--- config.mk ---
export PLATFORM = sky130hd
export DESIGN_NAME = md_counter_checker_4bit
export DESIGN_NICKNAME = d
export VERILOG_FILES = /design/src/rtl/md_counter_checker_4bit.sv
export SDC_FILE = /design/constraint.sdc
export NUM_CORES = 1
export LEC_CHECK = 0
export CORE_UTILIZATION = 52
export DETAILED_ROUTE_END_ITERATION = 12
export PLACE_DENSITY_LB_ADDON = 0.25
export RECOVER_POWER = 25
export SLEW_MARGIN = 20
export SYNTH_ARGS = -nofsm -noshare
export SYNTH_HDL_FRONTEND = slang
export SYNTH_SLANG_ARGS = --single-unit
--- constraint.sdc ---
create_clock -name clk -period 1.97 [get_ports clk]
set_input_delay 0.394 -clock clk [delete_from_list [all_inputs] [get_ports clk]]
set_output_delay 0.394 -clock clk [all_outputs]
set_load 0.05 [all_outputs]
--- src/rtl/md_counter_checker_4bit.sv ---
// Purpose: checks that a counter stream follows the up/down sequence; locks, then counts deviations.
// Latency: every output is registered one clk after the sampling edge; locks after 1 capture + LOCK_CNT matches.
// Backpressure: none; a sample is taken only on edges with en=1, and clr overrides en.
module md_counter_checker_4bit #(
  parameter int WIDTH     = 4,
  parameter int LOCK_CNT  = 2,
  parameter int ERR_CNT_W = 8
) (
  input  logic                 clk,
  input  logic                 rst,
  input  logic                 clr,
  input  logic                 en,
  input  logic                 dir,
  input  logic [WIDTH-1:0]     count_in,
  output logic                 locked,
  output logic                 err_pulse,
  output logic [ERR_CNT_W-1:0] err_count,
  output logic [WIDTH-1:0]     expected
);

  // good_cnt must be able to reach LOCK_CNT itself
  localparam int GOOD_W = $clog2(LOCK_CNT + 1);

  localparam logic [WIDTH-1:0]     CNT_ONE  = WIDTH'(1);
  localparam logic [GOOD_W-1:0]    GOOD_ONE = GOOD_W'(1);
  localparam logic [GOOD_W-1:0]    LOCK_VAL = GOOD_W'(LOCK_CNT);
  localparam logic [ERR_CNT_W-1:0] ERR_ONE  = ERR_CNT_W'(1);

  typedef enum logic [1:0] {
    UNLOCKED = 2'd0,
    ACQUIRE  = 2'd1,
    LOCKED   = 2'd2
  } state_t;

  state_t                 state;
  state_t                 state_nxt;
  logic [GOOD_W-1:0]      good_cnt;
  logic [GOOD_W-1:0]      good_nxt;
  logic [GOOD_W-1:0]      good_inc;
  logic [WIDTH-1:0]       expected_nxt;
  logic [ERR_CNT_W-1:0]   err_count_nxt;
  logic [ERR_CNT_W-1:0]   err_count_sat;
  logic                   err_pulse_nxt;
  logic [WIDTH-1:0]       pred_from_in;
  logic [WIDTH-1:0]       pred_from_exp;
  logic                   match;

  // Successor of a value in the direction selected on this edge; wraps modulo 2^WIDTH
  assign pred_from_in  = dir ? (count_in - CNT_ONE) : (count_in + CNT_ONE);
  assign pred_from_exp = dir ? (expected - CNT_ONE) : (expected + CNT_ONE);
  assign match         = (count_in == expected);
  assign good_inc      = good_cnt + GOOD_ONE;
  assign err_count_sat = (err_count == {ERR_CNT_W{1'b1}}) ? err_count : (err_count + ERR_ONE);

  // State register
  always_ff @(posedge clk or negedge rst) begin
    if (!rst) begin
      state <= UNLOCKED;
    end else begin
      state <= state_nxt;
    end
  end

  // Next-state: clr wins over en; a mismatch while locked always drops back to acquisition
  always_comb begin
    state_nxt = state;
    if (clr) begin
      state_nxt = UNLOCKED;
    end else if (en) begin
      case (state)
        UNLOCKED: state_nxt = ACQUIRE;
        ACQUIRE:  if (match && (good_inc == LOCK_VAL)) state_nxt = LOCKED;
        LOCKED:   if (!match) state_nxt = ACQUIRE;
        default:  state_nxt = UNLOCKED;
      endcase
    end
  end

  // Output/datapath next values; a mismatching sample becomes the new reference
  always_comb begin
    expected_nxt  = expected;
    good_nxt      = good_cnt;
    err_count_nxt = err_count;
    err_pulse_nxt = 1'b0;
    if (clr) begin
      expected_nxt  = '0;
      good_nxt      = '0;
      err_count_nxt = '0;
    end else if (en) begin
      case (state)
        UNLOCKED: begin
          expected_nxt = pred_from_in;
          good_nxt     = '0;
        end
        ACQUIRE: begin
          if (match) begin
            expected_nxt = pred_from_exp;
            good_nxt     = good_inc;
          end else begin
            expected_nxt = pred_from_in;
            good_nxt     = '0;
          end
        end
        LOCKED: begin
          if (match) begin
            expected_nxt = pred_from_exp;
          end else begin
            err_pulse_nxt = 1'b1;
            err_count_nxt = err_count_sat;
            expected_nxt  = pred_from_in;
            good_nxt      = '0;
          end
        end
        default: begin
          expected_nxt = '0;
          good_nxt     = '0;
        end
      endcase
    end
  end

  // Output registers; locked mirrors the state being entered so it is glitch-free
  always_ff @(posedge clk or negedge rst) begin
    if (!rst) begin
      locked    <= 1'b0;
      err_pulse <= 1'b0;
      err_count <= '0;
      expected  <= '0;
      good_cnt  <= '0;
    end else begin
      locked    <= (state_nxt == LOCKED);
      err_pulse <= err_pulse_nxt;
      err_count <= err_count_nxt;
      expected  <= expected_nxt;
      good_cnt  <= good_nxt;
    end
  end

endmodule

After elaboration in Yosys (flattened, before gate mapping)
Index checks and enable logic that the tools add are counted.
Word-level totals
  bits in registers: 18
  latch bits: 0
  memory bits (writable): 0
  memory bits (read-only): 0
  input bits: 9
  output and inout port bits: 14
  memories: 0
Operators by class
  add/sub/neg operators: 6
  multipliers: 0
  divide/modulo/power cells: 0
  magnitude comparators: 0
  equal/unequal tests: 9
  shift operators: 0
  multiplexer cells: 25
  bitwise logic cells: 0
  reductions and logical operators: 7
Operators with widths (number)
  $mux W8: 5
  $mux W4: 5
  $mux W2: 8
  $add A4 B1 Y4 const B: 2
  $add A8 B1 Y8 const B: 1
  $eq A8 B8 Y1 const B: 1
  $pmux W4 S2: 1
  $sub A4 B1 Y4 const B: 2
  $eq A2 B2 Y1 const B: 3
  $pmux W2 S3: 1
  $eq A4 B4 Y1: 1
  $mux W1: 4
  $ne A2 B2 Y1 const B: 2
  $pmux W2 S2: 1
  $reduce_and A4 Y1: 1
  $reduce_bool A2 Y1: 2
  $ne A3 B3 Y1 const B: 1
  $add A2 B1 Y2 const B: 1
  $eq A2 B1 Y1 const B: 1
  $logic_not A2 Y1: 1
  $reduce_and A2 Y1: 1
  $reduce_or A2 Y1: 1
  $logic_and A1 B1 Y1: 1

Logic depth before layout (Yosys ltp)
Gate-level depths: netlist of run 1.
  depth after elaboration: 8
  gate-level depth with buffers: 6
  depth with buffers taken out: 6

Worst setup path after synthesis of run 1
OpenSTA, ideal clock, no wires.
  path kind: register to register
  start point: register err_count[2]
  end point: register err_count[5]
  setup time: 0.125 ns
  arrival: 1.887 ns
  required time: 1.845 ns
  setup slack: -0.042 ns
  stages on the path, launching flop included: 6
  buffers on the path: 1
  clock period less this slack: 2.012 ns
  cells stage by stage: dfrtp_1 > and4_4 > a41o_1 > buf_2 > nor4_1 > mux2_2
On the way
  cells in the longest elaborated chain, start to end: 6
Ends and longest elaborated chain
  start, declared: RTL line 17  | output logic [ERR_CNT_W-1:0] err_count,
  start signal, assigned: RTL line 133  | err_count <= err_count_nxt;
  $add A8 B1 Y8: RTL line 53  | assign err_count_sat = (err_count == {ERR_CNT_W{1'b1}}) ? err_count : (err_count + ERR_ONE);
  $mux W8: RTL line 53
  $mux W8: RTL line 105  | if (match) begin
  $mux W8: RTL line 90  | case (state)
  $mux W8: RTL line 89  | end else if (en) begin
  $mux W8: RTL line 85  | if (clr) begin
Parallel ways exist; a longest one is shown, timed or not. The select of a mux whose other input is x is not followed.
A chain may end at the register's enable or synchronous reset.

Final worst setup path of run 1
  start point: register expected[2]
  end point: output port expected[2]
RTL lines
  start, declared: RTL line 18  | output logic [WIDTH-1:0] expected
  start signal, assigned: RTL line 134  | expected <= expected_nxt;
No word-level cell between the ends.

==> flow_summary.json, run 1 <==
{
  "status": "finished clean",
  "vias": 1287,
  "grt_util_met3": 0.03869,
  "required_ns": 1.58,
  "start_kind": "flop",
  "viasPerCell": 6.071,
  "htree_levels": 1,
  "max_stage_delay_ns": 0.82,
  "worst_pin_slew_ns": 0.9850,
  "yosys_warnings": 0,
  "critPathKind": "flop to output port",
  "yosys-top-cells-count": "dfrtp_1 (18), ha_1 (10), a21oi_1 (9), nand2_1 (9), inv_1 (8)",
  "placement.io_buffers": 22,
  "multi_input_area_sq_um": 820.8,
  "place.gp.congestion": 0.8975,
  "cp-endpoint": "expected[2]",
  "regArea_sq_um": 457.9,
  "reg2reg_depth": 5,
  "synthCells": 131,
  "period_share": 0.9843,
  "cts_made_buffers": 3,
  "wirelength_mm": 3.710,
  "wl_per_cell_um": 17.50,
  "dr.pass1.iters": 4,
  "root_buffer": "clkbuf_4",
  "io_pins": 23,
  "grt_pass1_wl_mm": 5.437,
  "yosys_register_bits": 18,
  "clkSinkCount": 18,
  "die_y_um": 51.47,
  "crit_cells": 1,
  "dieArea_sq_mm": 0.002649,
  "antenna_found_initial": 0,
  "r2r_slack_ns": 0.05,
  "rsz0062_at_grt": "no",
  "n_antenna_cell": 0,
  "synth_ff_type": "dfrtp_1",
  "fin_nets": 206,
  "yosysTopAreaCellShare": 0.3540,
  "r2r-start": "expected[2]",
  "slew_headroom": 0.3433,
  "vdd_drop_max_uv": 508.7,
  "use_met1": 0.3833,
  "core_area_sq_mm": 0.002255,
  "ys_top_cells_by_area": "dfrtp_1 (35%), ha_1 (9.8%), xnor2_1 (4.1%), a21oi_1 (3.5%), or4_1 (3.5%)",
  "finalSetupViolCount": 0,
  "holdBufCountCts": 0,
  "track_usage": 0.2846,
  "p_leak_nw": 0.9386,
  "timing.fmax_mhz": 515.7,
  "grt_max_degree": 19,
  "ys_seq_area_frac": 0.3540,
  "synth_area_per_cell_sq_um": 9.714,
  "clk_pin_slew_worst_paths_ns": 0.11,
  "fin_skew_ns": 0.002651,
  "cp_slowest_cell": "clkdlybuf4s50_1",
  "cts_tree": "done",
  "fp.dieW_um": 51.47,
  "synth_largest_area_cell": "dfrtp_1",
  "cp-startpoint": "expected[2]",
  "syn_area_sq_mm": 0.001272,
  "path_cells": "clkdlybuf4s50_1",
  "initial_utilization": 0.5644,
  "fill_cells": 136,
  "overflow": 0,
  "synth_cell_types": 41,
  "antenna_left": 0,
  "gr-usage-met2": 0.4719,
  "drv_cap": 0,
  "worstSetupEndpointType": "output port",
  "finalPower_mw": 0.9518,
  "num_rows": 17,
  "hp-class": "flop to flop",
  "slew_violations": 0,
  "drive_gt1_frac": 0.2935,
  "synth_edf_count": 0,
  "r2r-end": "expected[3]",
  "hpwl_mm": 2.629,
  "drt-initial-drc-count": 61,
  "syn_nets": 152,
  "clock_latency_ns": 0.30,
  "path_max_fanout": 4,
  "fin_crit_ns": 1.939,
  "cellPowerDensity_mw_per_mm2": 517.2,
  "synth.most_common_cell": "dfrtp_1",
  "fin_util": 0.8163,
  "hold_violations": 0,
  "grt_pass1_vias": 1232,
  "crit_buf_inv": 1,
  "crit_family": "buffers and inverters",
  "syn2layout_area_growth_pct": 44.64,
  "route.detailed.drc": 0,
  "cp.arrival_ns": 1.55,
  "clockBufferDepth": 2,
  "busiest_layer": "met2",
  "synthArstFlopShare": 1.000
}
metal layers:
| layer | share of wire | wire length, um | vias to the layer above |
|---|---|---|---|
| li1 | - | - | 597 |
| met5 | 0 | 0 | - |
| met3 | 0.075 | 280 | 10 |
| met4 | 0.014 | 53 | 0 |
| met1 | 0.41 | 1508 | 623 |
| met2 | 0.50 | 1867 | 57 |
state kept, by name, indices dropped and copies added, names as in the netlist:
| signal | cells |
|---|---|
| err_count | 8 |
| state | 2 |
| err_pulse | 1 |
| locked | 1 |
| expected | 4 |
| good_cnt | 2 |
how the worst min path moves through the flow:
stage | start | end | slack [ns] | depth (start not counted)
after global placement | expected[2] | expected[2] | 0.53 | 2
final | expected[2] | expected[2] | 0.58 | 2
after global routing | expected[2] | expected[2] | 0.63 | 2
after detailed placement | expected[2] | expected[2] | 0.54 | 2
after CTS | rst | err_count[4] | 0.41 | 2
after floorplan | rst | err_count[0] | 0.1 | 0
report_power, final:
part,switching [mW],total [mW],internal [mW]
registers,0.0159,0.398,0.382
logic,0.181,0.316,0.136
clock network,0.125,0.238,0.113
through the flow:
stage	cell area, sq um	setup TNS (ns)	setup slack (ns)	hold slack, ns	instances
after CTS	1760	-0.05444	-0.02747	0.4107	208
after detailed placement	1705	-4.476	-0.4076	0.5423	203
after floorplan	1280	0	0.008679	0.09841	131
after global placement	1705	-3.576	-0.3353	0.5295	203
after global routing	1841	0	0.007363	0.6267	212
final	1841	0	0.03094	0.5842	212
cells in the final DEF (no fill, tap or decap), drive strengths merged, types with 4 or more instances in the layout:
cell type and count:
o31ai 5, clkdlybuf4s50 6, clkbuf 5, nand3 4
a21oi 9, xor2 4, buf 32, nand2 9
xnor2 6, o21ai 6, or4 6, dfrtp 18
inv 8, ha 10, nor2 7, dlymetal6s2s 11
nor4 4
final cells by class:
class | count | area share
timing repair buffer | 52 | 0.2502
multi-input combinational | 102 | 0.4460
clock buffer | 4 | 0.01971
sequential | 18 | 0.2488
tap | 28 | 0.01903
inverter | 8 | 0.01632
cells by family (layout without fill, tap and decap cells):
family | count (synthesis) | count (layout) | share of synthesized area
muxes | 1 | 1 | 0.008849
buffers and inverters | 12 | 64 | 0.03737
adders and majority gates | 12 | 12 | 0.1298
DFF | 18 | 18 | 0.3540
xor gates and xnor gates | 10 | 10 | 0.07474
and+or+nand+nor | 41 | 41 | 0.1809
AOI/OAI and AO/OA | 37 | 38 | 0.2144
worst min-delay path, stage by stage (launching register included):
cell      delay (ns)
dfrtp_2         0.43
nand2_1         0.06
o221ai_1        0.06
what timing repair did:
| item | in CTS | in global routing |
|---|---|---|
| gates resized for setup | 3 | 15 |
| gates cloned | 0 | 1 |
| setup endpoints to repair | 6 | 18 |
| endpoints found under the hold margin | 0 | 0 |
| setup buffers | 1 | 3 |
| pin swaps | 1 | 4 |
No activity file was read; power rests on OpenSTA's default activity.
==> inputs of run 2 (changes only) <==
--- a/config.mk
+++ b/config.mk
@@ -5,7 +5,8 @@
 export SDC_FILE = /design/constraint.sdc
 export NUM_CORES = 1
 export LEC_CHECK = 0
-export CORE_UTILIZATION = 52
+export CORE_ASPECT_RATIO = 0.5
+export CORE_UTILIZATION = 47
 export DETAILED_ROUTE_END_ITERATION = 12
 export PLACE_DENSITY_LB_ADDON = 0.25
 export RECOVER_POWER = 25
==> constraint.sdc (replaced) <==
create_clock -name clk -period 1.6 [get_ports clk]
set_input_delay 0.32 -clock clk [delete_from_list [all_inputs] [get_ports clk]]
set_output_delay 0.32 -clock clk [all_outputs]
set_load 0.05 [all_outputs]
==> run 2 against run 1 <==
  * The flow now stops in 5_1_grt
  * Synthesized cell count did not move
  * Area after synthesis stayed put
==> flow_summary.json, run 2 <==
{
  "status": "aborted with a tool error",
  "lastStage": "5_1_grt",
  "run.stop_error": "[ERROR DPL-0033] detailed placement checks failed during check placement.",
  "yosys-top-cells-count": "dfrtp_1 (18), ha_1 (10), a21oi_1 (9), nand2_1 (9), inv_1 (8)",
  "syn_area_sq_mm": 0.001272,
  "io_pins": 23,
  "yosys_register_bits": 18,
  "synthCells": 131,
  "synth.most_common_cell": "dfrtp_1",
  "initial_utilization": 0.5330,
  "hpwl_mm": 2.875,
  "synth_ff_type": "dfrtp_1",
  "synth_edf_count": 0,
  "clkSinkCount": 18,
  "place.gp.congestion": 0.9354,
  "ys_top_cells_by_area": "dfrtp_1 (35%), ha_1 (9.8%), xnor2_1 (4.1%), a21oi_1 (3.5%), or4_1 (3.5%)",
  "synthArstFlopShare": 1.000,
  "clockBufferDepth": 2,
  "syn_nets": 152,
  "root_buffer": "clkbuf_8",
  "antenna_found_initial": 0,
  "grt_max_degree": 19,
  "htree_levels": 1,
  "num_rows": 12,
  "worst-ep-kind": "register data pin",
  "synth_largest_area_cell": "dfrtp_1",
  "crit_endpoint": "expected[2]$_DFFE_PN0N_/D",
  "fp.dieW_um": 75.59,
  "yosysTopAreaCellShare": 0.3540,
  "synth_area_per_cell_sq_um": 9.714,
  "placement.io_buffers": 22,
  "cts_made_buffers": 3,
  "ys_seq_area_frac": 0.3540,
  "yosys_warnings": 0,
  "synth_cell_types": 41,
  "die_y_um": 38.80
}
## run 2: cell counts after synthesis
No cell type changed its count.
## run 2: metrics by stage
step | setup TNS, ns | instance area (sq um) | cells | setup WS (ns)
2_1_floorplan | -1.944 | 1375 | 131 | -0.2069
3_3_place_gp | -7.872 | 2063 | 227 | -0.5447
3_5_place_dp | -8.906 | 2063 | 227 | -0.6416
4_1_cts | -1.170 | 2225 | 234 | -0.1883
## run 2: repair_timing
action	CTS
endpoints found under the setup margin	17
buffers inserted	3
gates resized for setup	22
hold buffers	0
pin swaps	12
## run 2: logic make-up after synthesis
logic type / after synthesis / share of synthesized area
compound gates: 37 / 0.2144
xor+xnor: 10 / 0.07474
fa+ha+maj: 12 / 0.1298
buf+inv: 12 / 0.03737
flops: 18 / 0.3540
mux: 1 / 0.008849
simple gates: 41 / 0.1809
==> inputs of run 3 (changes only) <==
--- a/config.mk
+++ b/config.mk
@@ -5,10 +5,10 @@
 export SDC_FILE = /design/constraint.sdc
 export NUM_CORES = 1
 export LEC_CHECK = 0
-export CORE_ASPECT_RATIO = 0.5
-export CORE_UTILIZATION = 47
+export CORE_AREA = 2 2 63 65
 export DETAILED_ROUTE_END_ITERATION = 12
-export PLACE_DENSITY_LB_ADDON = 0.25
+export DIE_AREA = 0 0 65 67
+export PLACE_DENSITY_LB_ADDON = 0.15
 export RECOVER_POWER = 25
 export SLEW_MARGIN = 20
 export SYNTH_ARGS = -nofsm -noshare
==> constraint.sdc (replaced) <==
create_clock -name clk -period 2.1 [get_ports clk]
set_input_delay 0.42 -clock clk [delete_from_list [all_inputs] [get_ports clk]]
set_output_delay 0.42 -clock clk [all_outputs]
set_load 0.05 [all_outputs]
==> run 3 against run 2 <==
  * The run now ends clean
==> flow_summary.json, run 3 (same netlist as run 1, synthesis figures left out) <==
{
  "fp.dieW_um": 65,
  "grt_max_degree": 19,
  "antenna_left": 0,
  "cp.arrival_ns": 1.61,
  "io_pins": 23,
  "period_share": 0.9683,
  "grt_pass1_wl_mm": 5.195,
  "status": "finished clean",
  "die_y_um": 67,
  "cp-startpoint": "expected[0]",
  "whs_ns": 0.5871,
  "power.net_switching_mw": 0.2734,
  "hold_start": "good_cnt[1]",
  "dieArea_sq_mm": 0.004355,
  "wl_per_cell_um": 13.79,
  "path_max_fanout": 4,
  "r2r_slack_ns": 0.28,
  "placement.io_buffers": 22,
  "dr.pass1.iters": 4,
  "track_usage": 0.1541,
  "critPathKind": "flop to output port",
  "overflow": 0,
  "largest_reg_flops": 8,
  "drive_gt1_frac": 0.2000,
  "fin_nets": 198,
  "slew_violations": 0,
  "syn2layout_area_growth_pct": 39.33,
  "slew_headroom": 0.3066,
  "fin_skew_ns": 0.002305,
  "timing.fmax_mhz": 491.8,
  "clockBufferDepth": 2,
  "stdcell_area_sq_mm": 0.001773,
  "biggestRegsByFlops": "err_count x8, expected x4",
  "reg2reg_depth": 6,
  "setup_tns_ns": 0,
  "cellPowerDensity_mw_per_mm2": 495.1,
  "final_cell_mix": "buf_4 (22), clkdlybuf4s50_1 (21), dfrtp_1 (18), ha_1 (10)",
  "finalSetupViolCount": 0,
  "cts_tree": "done",
  "fin_crit_ns": 2.034,
  "placed_area_sq_mm": 0.001685,
  "viasPerCell": 5.251,
  "sw_frac_of_total": 0.3115,
  "clkPwrFrac": 0.274,
  "hold_depth": 2,
  "hp-class": "flop to flop",
  "required_ns": 1.68,
  "pwr-share-seq": 0.426,
  "r2r-start": "state[0]",
  "start_kind": "flop",
  "rsz0062_at_grt": "no",
  "hold_end": "good_cnt[1]",
  "r2r-end": "err_count[3]",
  "core_area_sq_mm": 0.003606,
  "clk_pin_slew_worst_paths_ns": 0.07,
  "cts_made_buffers": 3,
  "internal_power_mw": 0.6043,
  "grt_pass1_vias": 1138,
  "fin_util": 0.4917,
  "drv_cap": 0,
  "layout_commonest_cell": "buf_4",
  "place.gp.congestion": 0.9272,
  "drt-initial-drc-count": 57,
  "finalPower_mw": 0.8777,
  "vias": 1171,
  "pwr-share-comb": 0.300,
  "wirelength_mm": 3.076,
  "clkSinkCount": 18,
  "clock_latency_ns": 0.25,
  "worstSetupEndpointType": "output port",
  "route.detailed.drc": 0,
  "hpwl_mm": 2.302,
  "num_rows": 22,
  "initial_utilization": 0.3529,
  "htree_levels": 1,
  "vdd_drop_max_uv": 404.4,
  "root_buffer": "clkbuf_8",
  "top_register": "err_count",
  "hold_violations": 0,
  "worst_pin_slew_ns": 1.040,
  "n_antenna_cell": 0,
  "antenna_found_initial": 0,
  "p_leak_nw": 0.7298
}
==> run 3: critical path: stages, from the launching register on <==
cell and delay (ns):
dfrtp_1 0.40, buf_4 0.16, clkdlybuf4s50_1 0.80
==> run 3: cell type report <==
class	instances	area [sq um]
Clock buffer	3	41.29
Fill cell	343	1833
Tap cell	48	60.06
Multi-Input combinational cell	101	802.0
Sequential cell	18	450.4
Inverter	8	30.03
Timing Repair Buffer	45	389.1
==> run 3: worst max-delay path by stage <==
stage | end | cells past startpoint
final | expected[0] | 2
after global routing | err_count[4] | 6
after CTS | err_count[4] | 6
after detailed placement | err_count[5] | 5
after global placement | err_count[5] | 5
after floorplan | err_count[5] | 5
==> run 3: timing repair <==
| item | 4_1_cts | 5_1_grt |
|---|---|---|
| hold buffers | 0 | 0 |
| resized for setup | 0 | 4 |
| pin swaps | 1 | 0 |
| setup buffers | 3 | 0 |
| endpoints found under the setup margin | 2 | 8 |
==> run 3: routing by layer <==
metal | wire length [um] | share of wire | vias to the layer above | global-route usage
li1 | - | - | 576 | -
met1 | 1511 | 0.49 | 564 | 0.2092
met5 | 0 | 0 | - | 0
met2 | 1403 | 0.46 | 29 | 0.2448
met3 | 144 | 0.047 | 2 | 0.04223
met4 | 18 | 0.0059 | 0 | 0.03191
==> run 3: power groups by stage <==
stage	combinational (mW)	clock [mW]	sequential [mW]
after CTS	0.260	0.249	0.371
after detailed placement	0.258	0	0.378
after global placement	0.256	0	0.377
final	0.263	0.241	0.374
after global routing	0.290	0.263	0.375
after floorplan	0.113	0	0.409
==> run 3: per-stage QoR <==
step | setup slack (ns) | cells
2_1_floorplan | 0.08813 | 131
3_3_place_gp | -0.2568 | 217
3_5_place_dp | -0.2729 | 217
4_1_cts | 0.02958 | 223
5_1_grt | 0.004251 | 223
6_report | 0.06648 | 223
==> inputs of run 4 (changes only) <==
==> constraint.sdc (replaced) <==
create_clock -name clk -period 1.9 [get_ports clk]
set_input_delay 0.38 -clock clk [delete_from_list [all_inputs] [get_ports clk]]
set_output_delay 0.38 -clock clk [all_outputs]
set_load 0.05 [all_outputs]
==> run 4 against run 3 <==
  * Via count up 5.6%
  * Final cell count is 4.9% higher
  * Sequential share of layout area down 0.72 points
  * Sequential power up 11%
  * Cell area up 6.1%
  * Setup slack gained 0.013 ns
  * Total power is 20% higher
  * Largest power group unchanged
  * Largest cell class unchanged
  * Clock skew increased by 0.0051 ns
  * Utilization rose by 3.0 points
  * Clock power grew 18%
  * Non-clock buffer count rose by 9
  * Critical path depth grew 3
==> flow_summary.json, run 4 (same netlist as run 1, synthesis figures left out) <==
{
  "num_rows": 22,
  "grt_pass1_wl_mm": 5.554,
  "overflow": 0,
  "fin_crit_ns": 1.820,
  "stdcell_area_sq_mm": 0.001881,
  "clockBufferDepth": 2,
  "clock_latency_ns": 0.25,
  "root_buffer": "clkbuf_8",
  "io_pins": 23,
  "antenna_left": 0,
  "place.gp.congestion": 0.7780,
  "vdd_drop_max_uv": 387.0,
  "wirelength_mm": 3.326,
  "hold_end": "err_count[7]",
  "critPathKind": "flop to flop",
  "fp.dieW_um": 65,
  "start_kind": "flop",
  "final_cell_mix": "buf_4 (42), dfrtp_2 (11), nand2_1 (9), a21oi_1 (9), ha_1 (9)",
  "drive_gt1_frac": 0.3925,
  "hp-class": "flop to flop",
  "worst_pin_slew_ns": 1.034,
  "cts_tree": "done",
  "cellPowerDensity_mw_per_mm2": 558.9,
  "whs_ns": 0.5866,
  "cts_made_buffers": 3,
  "r2r_slack_ns": 0.08,
  "rsz0062_at_grt": "no",
  "track_usage": 0.1659,
  "viasPerCell": 5.286,
  "finalWorstSetupSlack_ns": 0.07965,
  "fin_util": 0.5215,
  "preCtsSetupSlack_ns": -0.4704,
  "drt-initial-drc-count": 52,
  "hpwl_mm": 2.375,
  "dr.pass1.iters": 4,
  "vias": 1237,
  "fin_skew_ns": 0.007390,
  "finalPower_mw": 1.051,
  "n_antenna_cell": 0,
  "placed_area_sq_mm": 0.001728,
  "grt_pass1_vias": 1227,
  "wl_per_cell_um": 14.21,
  "period_share": 0.9581,
  "initial_utilization": 0.3529,
  "r2r-start": "expected[2]",
  "r2r-end": "expected[2]",
  "status": "finished clean",
  "largest_reg_flops": 8,
  "required_ns": 2.03,
  "stdcell_count": 234,
  "placement.io_buffers": 22,
  "htree_levels": 1,
  "hold_start": "err_count[7]",
  "slew_headroom": 0.3105,
  "cp.arrival_ns": 1.95,
  "timing.fmax_mhz": 549.3,
  "clk_pin_slew_worst_paths_ns": 0.08,
  "layout_commonest_cell": "buf_4",
  "setup_tns_ns": 0,
  "holdBufCountCts": 0,
  "hold_depth": 2,
  "core_area_sq_mm": 0.003606,
  "antenna_found_initial": 0,
  "slew_violations": 0,
  "grt_max_degree": 19,
  "dieArea_sq_mm": 0.004355,
  "top_register": "err_count",
  "hold_violations": 0,
  "p_leak_nw": 0.7940,
  "syn2layout_area_growth_pct": 47.79,
  "fin_nets": 208,
  "path_max_fanout": 3,
  "drv_cap": 0,
  "finalSetupViolCount": 0,
  "reg2reg_depth": 5,
  "dpl.cell_count": 225,
  "worstSetupEndpointType": "flop",
  "die_y_um": 67,
  "route.detailed.drc": 0,
  "biggestRegsByFlops": "err_count x8, expected x4",
  "clkSinkCount": 18
}
## run 4: changes by cell type in the layout (fill, tap and decap cells not counted), moves of 2 or more
cell and change:
clkdlybuf4s50_1 -16, dfrtp_1 -11, dlygate4sd2_1 +3, buf_4 +20, xor2_4 +2, o221ai_2 +2, xor2_2 -2, dfrtp_2 +11
o221ai_1 -2
## run 4: layout make-up
| cell class | instances | area [sq um] |
|---|---|---|
| Sequential cell | 18 | 464.2 |
| Fill cell | 335 | 1725 |
| Inverter | 8 | 30.03 |
| Timing Repair Buffer | 54 | 421.7 |
| Tap cell | 48 | 60.06 |
| Clock buffer | 4 | 45.04 |
| Multi-Input combinational cell | 102 | 859.6 |
## run 4: repair_timing
action                     CTS  global route
setup endpoints to repair   13             3
setup buffers                3             1
cloned                       1             0
resized for setup           10             8
pin swaps                    5             4
## run 4: how the worst max path moves through the flow
stage / startpoint / slack, ns / endpoint
finish: expected[2] / 0.08 / expected[2]
global route: expected[2] / 0.008 / expected[2]
CTS: expected[2] / 0.03 / expected[3]
detailed placement: count_in[2] / -0.47 / expected[2]
global placement: count_in[2] / -0.44 / err_count[1]
floorplan: err_count[3] / 0.005 / err_count[5]
## run 4: metal layers
| layer | part of all wire | global-route usage | up-vias |
|---|---|---|---|
| met3 | 0.039 | 0.02196 | 5 |
| met2 | 0.51 | 0.3028 | 31 |
| met1 | 0.44 | 0.2006 | 605 |
| met4 | 0.015 | 0.05319 | 0 |
| met5 | 0 | 0 | - |
| li1 | - | - | 596 |
## run 4: critical path: stages, from the launching register on
cell      delay (ns)
dfrtp_2         0.45
xor2_4          0.18
buf_6           0.13
or4_4           0.53
a22oi_2         0.27
o221ai_2        0.14
## run 4: power breakdown
part	leakage [nW]	switching [mW]	internal [mW]
combinational	0.540	0.189	0.163
sequential	0.231	0.0176	0.397
clock	0.0228	0.136	0.149
